**src/rtl/kb_scan_rx.sv**
```systemverilog
// kb_scan_rx: PS/2 keyboard receiver feeding the UART TX FIFO.
//
// Resynchronises and de-glitches the PS/2 clock, then deserialises
// 11-bit frames (start, d0..d7 LSB first, odd parity, stop). Break
// sequences (F0 xx) and extended prefixes (E0) are dropped. Each
// remaining make code is written to the TX FIFO with a one-cycle strobe.
//
// Ports:
//   clk         system clock (50 MHz)
//   reset       asynchronous active-low reset
//   ps2c, ps2d  PS/2 clock and data pins (asynchronous)
//   tx_full     UART TX FIFO full; sampled only in the CHECK cycle
//   wr_uart     one-cycle FIFO write strobe
//   w_data      scan code written with wr_uart; holds the last write
//   frame_err   one-cycle pulse: parity error, bad stop bit or timeout
//   ovr_err     one-cycle pulse: make code dropped because tx_full=1
//   busy        high while a frame is in progress
//   o_dbg_state current FSM state (0=IDLE, 1=RX, 2=CHECK)
//
// Handshake: wr_uart is a fire-and-forget valid. There is no ready
// back-pressure; tx_full is checked once in CHECK and a code arriving
// while it is high is dropped and reported via ovr_err.
module kb_scan_rx #(
    parameter int FILTER_LEN  = 8,
    parameter int TIMEOUT_CYC = 5000
) (
    input  logic       clk,
    input  logic       reset,
    input  logic       ps2c,
    input  logic       ps2d,
    input  logic       tx_full,
    output logic       wr_uart,
    output logic [7:0] w_data,
    output logic       frame_err,
    output logic       ovr_err,
    output logic       busy,
    output logic [1:0] o_dbg_state
);

    localparam int TW = $clog2(TIMEOUT_CYC);

    typedef enum logic [1:0] {
        S_IDLE  = 2'd0,
        S_RX    = 2'd1,
        S_CHECK = 2'd2
    } state_t;

    // Input conditioning
    logic                  r_c_meta, r_c_sync;
    logic                  r_d_meta, r_d_sync;
    logic [FILTER_LEN-1:0] r_filt;
    logic                  r_fclk;
    logic                  r_fall;
    logic                  w_fclk_next;

    // Filtered level only moves when the whole window agrees; mixed
    // windows (glitches) hold the previous level.
    always_comb begin
        w_fclk_next = r_fclk;
        if (&r_filt)
            w_fclk_next = 1'b1;
        else if (~|r_filt)
            w_fclk_next = 1'b0;
    end

    always_ff @(posedge clk or negedge reset) begin
        if (!reset) begin
            r_c_meta <= 1'b1;
            r_c_sync <= 1'b1;
            r_d_meta <= 1'b1;
            r_d_sync <= 1'b1;
            r_filt   <= '1;
            r_fclk   <= 1'b1;
            r_fall   <= 1'b0;
        end else begin
            r_c_meta <= ps2c;
            r_c_sync <= r_c_meta;
            r_d_meta <= ps2d;
            r_d_sync <= r_d_meta;
            r_filt   <= {r_filt[FILTER_LEN-2:0], r_c_sync};
            r_fclk   <= w_fclk_next;
            r_fall   <= r_fclk & ~w_fclk_next;
        end
    end

    // Frame FSM
    state_t          r_state, w_state_nx;
    logic [3:0]      r_n, w_n_nx;
    logic [9:0]      r_sr, w_sr_nx;
    logic [TW-1:0]   r_tcnt, w_tcnt_nx;
    logic            r_brk, w_brk_nx;
    logic            r_wr, w_wr_nx;
    logic [7:0]      r_wdata, w_wdata_nx;
    logic            r_ferr, w_ferr_nx;
    logic            r_ovr, w_ovr_nx;
    logic            w_valid;
    logic [7:0]      w_code;

    // After 10 shifts: sr[7:0]=data, sr[8]=parity, sr[9]=stop.
    assign w_code  = r_sr[7:0];
    assign w_valid = r_sr[9] & (^r_sr[8:0]);

    always_comb begin
        w_state_nx = r_state;
        w_n_nx     = r_n;
        w_sr_nx    = r_sr;
        w_tcnt_nx  = r_tcnt;
        w_brk_nx   = r_brk;
        w_wr_nx    = 1'b0;
        w_wdata_nx = r_wdata;
        w_ferr_nx  = 1'b0;
        w_ovr_nx   = 1'b0;
        case (r_state)
            S_IDLE: begin
                // A high data bit on an edge is a spurious edge, not a start.
                if (r_fall && !r_d_sync) begin
                    w_state_nx = S_RX;
                    w_n_nx     = 4'd9;
                    w_tcnt_nx  = '0;
                end
            end
            S_RX: begin
                if (r_fall) begin
                    w_sr_nx   = {r_d_sync, r_sr[9:1]};
                    w_tcnt_nx = '0;
                    if (r_n == 4'd0)
                        w_state_nx = S_CHECK;
                    else
                        w_n_nx = r_n - 4'd1;
                end else if (r_tcnt == TW'(TIMEOUT_CYC - 1)) begin
                    w_state_nx = S_IDLE;
                    w_ferr_nx  = 1'b1;
                end else begin
                    w_tcnt_nx = r_tcnt + TW'(1);
                end
            end
            S_CHECK: begin
                w_state_nx = S_IDLE;
                if (!w_valid) begin
                    w_ferr_nx = 1'b1;
                end else if (w_code == 8'hF0) begin
                    w_brk_nx = 1'b1;
                end else if (r_brk) begin
                    // Code following F0 is the released key: swallow it.
                    w_brk_nx = 1'b0;
                end else if (w_code == 8'hE0) begin
                    w_brk_nx = r_brk;
                end else if (!tx_full) begin
                    w_wr_nx    = 1'b1;
                    w_wdata_nx = w_code;
                end else begin
                    w_ovr_nx = 1'b1;
                end
            end
            default: w_state_nx = S_IDLE;
        endcase
    end

    always_ff @(posedge clk or negedge reset) begin
        if (!reset) begin
            r_state <= S_IDLE;
            r_n     <= 4'd0;
            r_sr    <= '0;
            r_tcnt  <= '0;
            r_brk   <= 1'b0;
            r_wr    <= 1'b0;
            r_wdata <= 8'h00;
            r_ferr  <= 1'b0;
            r_ovr   <= 1'b0;
        end else begin
            r_state <= w_state_nx;
            r_n     <= w_n_nx;
            r_sr    <= w_sr_nx;
            r_tcnt  <= w_tcnt_nx;
            r_brk   <= w_brk_nx;
            r_wr    <= w_wr_nx;
            r_wdata <= w_wdata_nx;
            r_ferr  <= w_ferr_nx;
            r_ovr   <= w_ovr_nx;
        end
    end

    assign wr_uart     = r_wr;
    assign w_data      = r_wdata;
    assign frame_err   = r_ferr;
    assign ovr_err     = r_ovr;
    assign busy        = (r_state != S_IDLE);
    assign o_dbg_state = r_state;

endmodule
```
**config.mk**
```make
export PLATFORM = sky130hd
export DESIGN_NAME = kb_scan_rx
export DESIGN_NICKNAME = d
export VERILOG_FILES = /design/src/rtl/kb_scan_rx.sv
export SDC_FILE = /design/constraint.sdc
export NUM_CORES = 1
export LEC_CHECK = 0
export CAP_MARGIN = 10
export CORE_MARGIN = 4
export CORE_UTILIZATION = 30
export DETAILED_ROUTE_END_ITERATION = 8
export MAX_ROUTING_LAYER = met4
export PLACE_DENSITY_LB_ADDON = 0.05
export SYNTH_ARGS = -nofsm -noshare
export SYNTH_HDL_FRONTEND = slang
export SYNTH_SLANG_ARGS = --single-unit
```
**constraint.sdc**
```tcl
create_clock -name clk -period 2.45 [get_ports clk]
set_input_delay 0.735 -clock clk [delete_from_list [all_inputs] [get_ports clk]]
set_output_delay 0.735 -clock clk [all_outputs]
set_load 0.02 [all_outputs]
```
==> flow_metrics.env <==
export IMPL_start_kind="flop"
export IMPL_root_buffer="clkbuf_8"
export IMPL_clk_insertion_delay_late_ns=0.31
export IMPL_grt_pass1_wl_um=8880
export IMPL_crit_arrival_ns=1.44
export IMPL_gp_congestion=0.728
export IMPL_r2r_cells=5
export IMPL_use_met3_pct=2.70
export IMPL_synth_cell_area_um2=2580
export IMPL_drive_above_1_share_pct=20.5
export IMPL_grt_busiest_layer="met1"
export IMPL_maxCapViolCount=0
export IMPL_yosysSeqAreaShare_pct=53.9
export IMPL_synthCells=219
export IMPL_yosys_warnings=0
export IMPL_dieArea_um2=10200
export IMPL_max_freq_mhz=459
export IMPL_dp_hpwl_um=3650
export IMPL_min_path_type="reg -> reg"
export IMPL_clock_path_buffers=2
export IMPL_rsz0062_at_grt="no"
export IMPL_core_area_um2=8300
export IMPL_die_y_um=101
export IMPL_dr_first_iter_drc_count=102
export IMPL_grt_overflow=0
export IMPL_drt_wirelength_per_cell_um=14.3
export IMPL_ys_top_cells_by_area="dfrtp_1 (41%), dfstp_2 (13%), mux2_2 (6.5%)"
export IMPL_grt_pass1_vias=1763
export IMPL_ys_flop_type="dfrtp_1"
export IMPL_setup_tns_final_ns=0
export IMPL_ys_types=56
export IMPL_r2r_end="r_tcnt[3]"
export IMPL_area_growth_pct=17.8
export IMPL_viasPerCell=4.86
export IMPL_yosysTopAreaCellShare_pct=40.7
export IMPL_finalHoldViolations=0
export IMPL_synth_nets=236
export IMPL_post_cts_setup_buffers=0
export IMPL_hold_depth=0
export IMPL_clock_skew_ns=0.0117
export IMPL_vias=1722
export IMPL_path_class="reg -> out"
export IMPL_finalCritPeriodShare_pct=88.9
export IMPL_io_pin_count=19
export IMPL_required_ns=1.71
export IMPL_status="finished clean"
export IMPL_initial_core_util_pct=31.1
export IMPL_avgSynthCellArea_um2=11.8
export IMPL_netlist_top_cell_by_area="dfrtp_1"
export IMPL_cp_max_fo=4
export IMPL_r2r_start="r_tcnt[0]"
export IMPL_hp_start="r_d_meta"
export IMPL_netlist_top_cells_count="dfrtp_1 (42), mux2_2 (15), inv_1 (14), nand2_1 (14), dfstp_2 (13)"
export IMPL_use_met2_pct=15.8
export IMPL_antenna_found_initial=0
export IMPL_async_flop_share_pct=100
export IMPL_grt_max_degree=56
export IMPL_ant_nets=0
export IMPL_worst_pin_slew_ns=0.514
export IMPL_r2r_setup_slack_ns=0.34
export IMPL_p_leak_nw=1.30
export IMPL_use_met1_pct=16.3
export IMPL_io_buffer_count=18
export IMPL_diodes=0
export IMPL_worst_hold_path_endpoint="r_d_sync"
export IMPL_path_clk_slew_ns=0.09
export IMPL_drv_slew=0
export IMPL_period_minus_slack_ns=2.18
export IMPL_crit_path_end_kind="output pin"
export IMPL_final_area_um2=3050
export IMPL_cellPowerDensity_nw_per_um2=806
export IMPL_tritoncts="built"
export IMPL_cts_sinks=55
export IMPL_setup_violations=0
export IMPL_cts_resized=1
export IMPL_cts_made_buffers=5
export IMPL_firstDrtPassIters=4
export IMPL_slew_headroom_pct=65.4
export IMPL_die_w_um=101
export IMPL_yosysMostFrequentCell="dfrtp_1"
export IMPL_drt_wl_total_um=5070
export IMPL_htree_levels=2
export IMPL_grt_usage_pct=11.4
export IMPL_ys_ff_latch=55
export IMPL_synth_edff_count=0
export IMPL_nNetsFinal=265
export IMPL_postCtsHoldBufs=0
export IMPL_ir_worst_vdd_mv=0.451
export IMPL_row_count=33
export IMPL_dpl_instance_area_um2=2950
export IMPL_drc=0
[report_power, final]
part	switching (mW)	leakage (nW)	internal (mW)
registers	0.0841	0.708	0.997
logic	0.455	0.541	0.361
clock network	0.318	0.0522	0.238
[cell families (layout without fill, tap and decap cells)]
group / Yosys count / count (layout) / share of synthesized area, %
AND/OR/NAND/NOR: 66 / 66 / 14.7
flip-flops: 55 / 55 / 53.9
AO/OA/AOI/OAI: 42 / 42 / 12.1
buffers and inverters: 19 / 49 / 3.00
multiplexers: 16 / 16 / 6.92
adder cells (fa/ha/maj): 12 / 12 / 5.81
XOR/XNOR: 9 / 9 / 3.58
[through the flow]
stage	worst slack [ns]	utilization (%)	cells	hold WS [ns]	power (mW)
after floorplan	0.422	-	219	0.345	1.62
after global placement	0.271	35.5	346	0.347	1.94
after detailed placement	0.262	35.5	346	0.347	1.93
after CTS	0.235	36.7	354	0.362	2.49
after global routing	0.160	36.7	354	0.367	2.63
final	0.272	36.7	354	0.361	2.45
[worst max path at each step]
stage	start	to	slack, ns
6_report	o_dbg_state[1]	busy	0.27
5_1_grt	o_dbg_state[1]	busy	0.16
4_1_cts	o_dbg_state[1]	busy	0.24
3_5_place_dp	tx_full	w_data[5]	0.26
3_3_place_gp	tx_full	w_data[5]	0.27
2_1_floorplan	o_dbg_state[1]	r_n[3]	0.42
[worst max-delay path, stage by stage, from the launching register on]
cell and delay (ns):
dfrtp_1 0.41, inv_1 0.11, ha_1 0.22, inv_1 0.06, dlygate4sd2_1 0.34
[layer usage]
metal / routed length (um) / up-vias
met5: 0 / -
li1: - / 859
met2: 2170 / 26
met3: 176 / 7
met1: 2650 / 830
met4: 81 / 0
[registers in the layout, indices dropped and copies added, names as in the netlist, 2 cells and up]
name,flops
o_dbg_state,2
r_filt,8
r_n,4
r_sr,10
r_tcnt,13
w_data,8
[cell usage in the layout, fill, tap and decap left out, types with 2 or more instances in the layout]
master,n
a211oi_1,3
a21oi_1,3
a31oi_1,5
and2_1,2
buf_4,8
clkbuf_8,6
clkdlybuf4s50_1,16
dfrtp_1,42
dfstp_2,13
ha_1,12
inv_1,14
inv_6,2
mux2_2,15
nand2_1,14
nand2b_1,4
nand3_1,6
nand4_1,3
nor2_1,9
nor2b_1,3
nor3_1,4
nor4_1,4
nor4b_1,2
o21a_1,2
o21ai_0,8
o221ai_1,3
o22ai_1,2
o2bb2ai_1,2
or3_1,2
or4_1,3
xnor2_1,7
[final cells by class]
type                    count  area [um^2]
fillers                   797         5250
flip-flops and latches     55         1390
multi-input cells         145         1110
repair buffers             27          254
well taps                 105          131
clock buffers               6         82.6
inverters                  14         52.6
clock inverters             2         17.5
(Power assumes the default switching activity.)
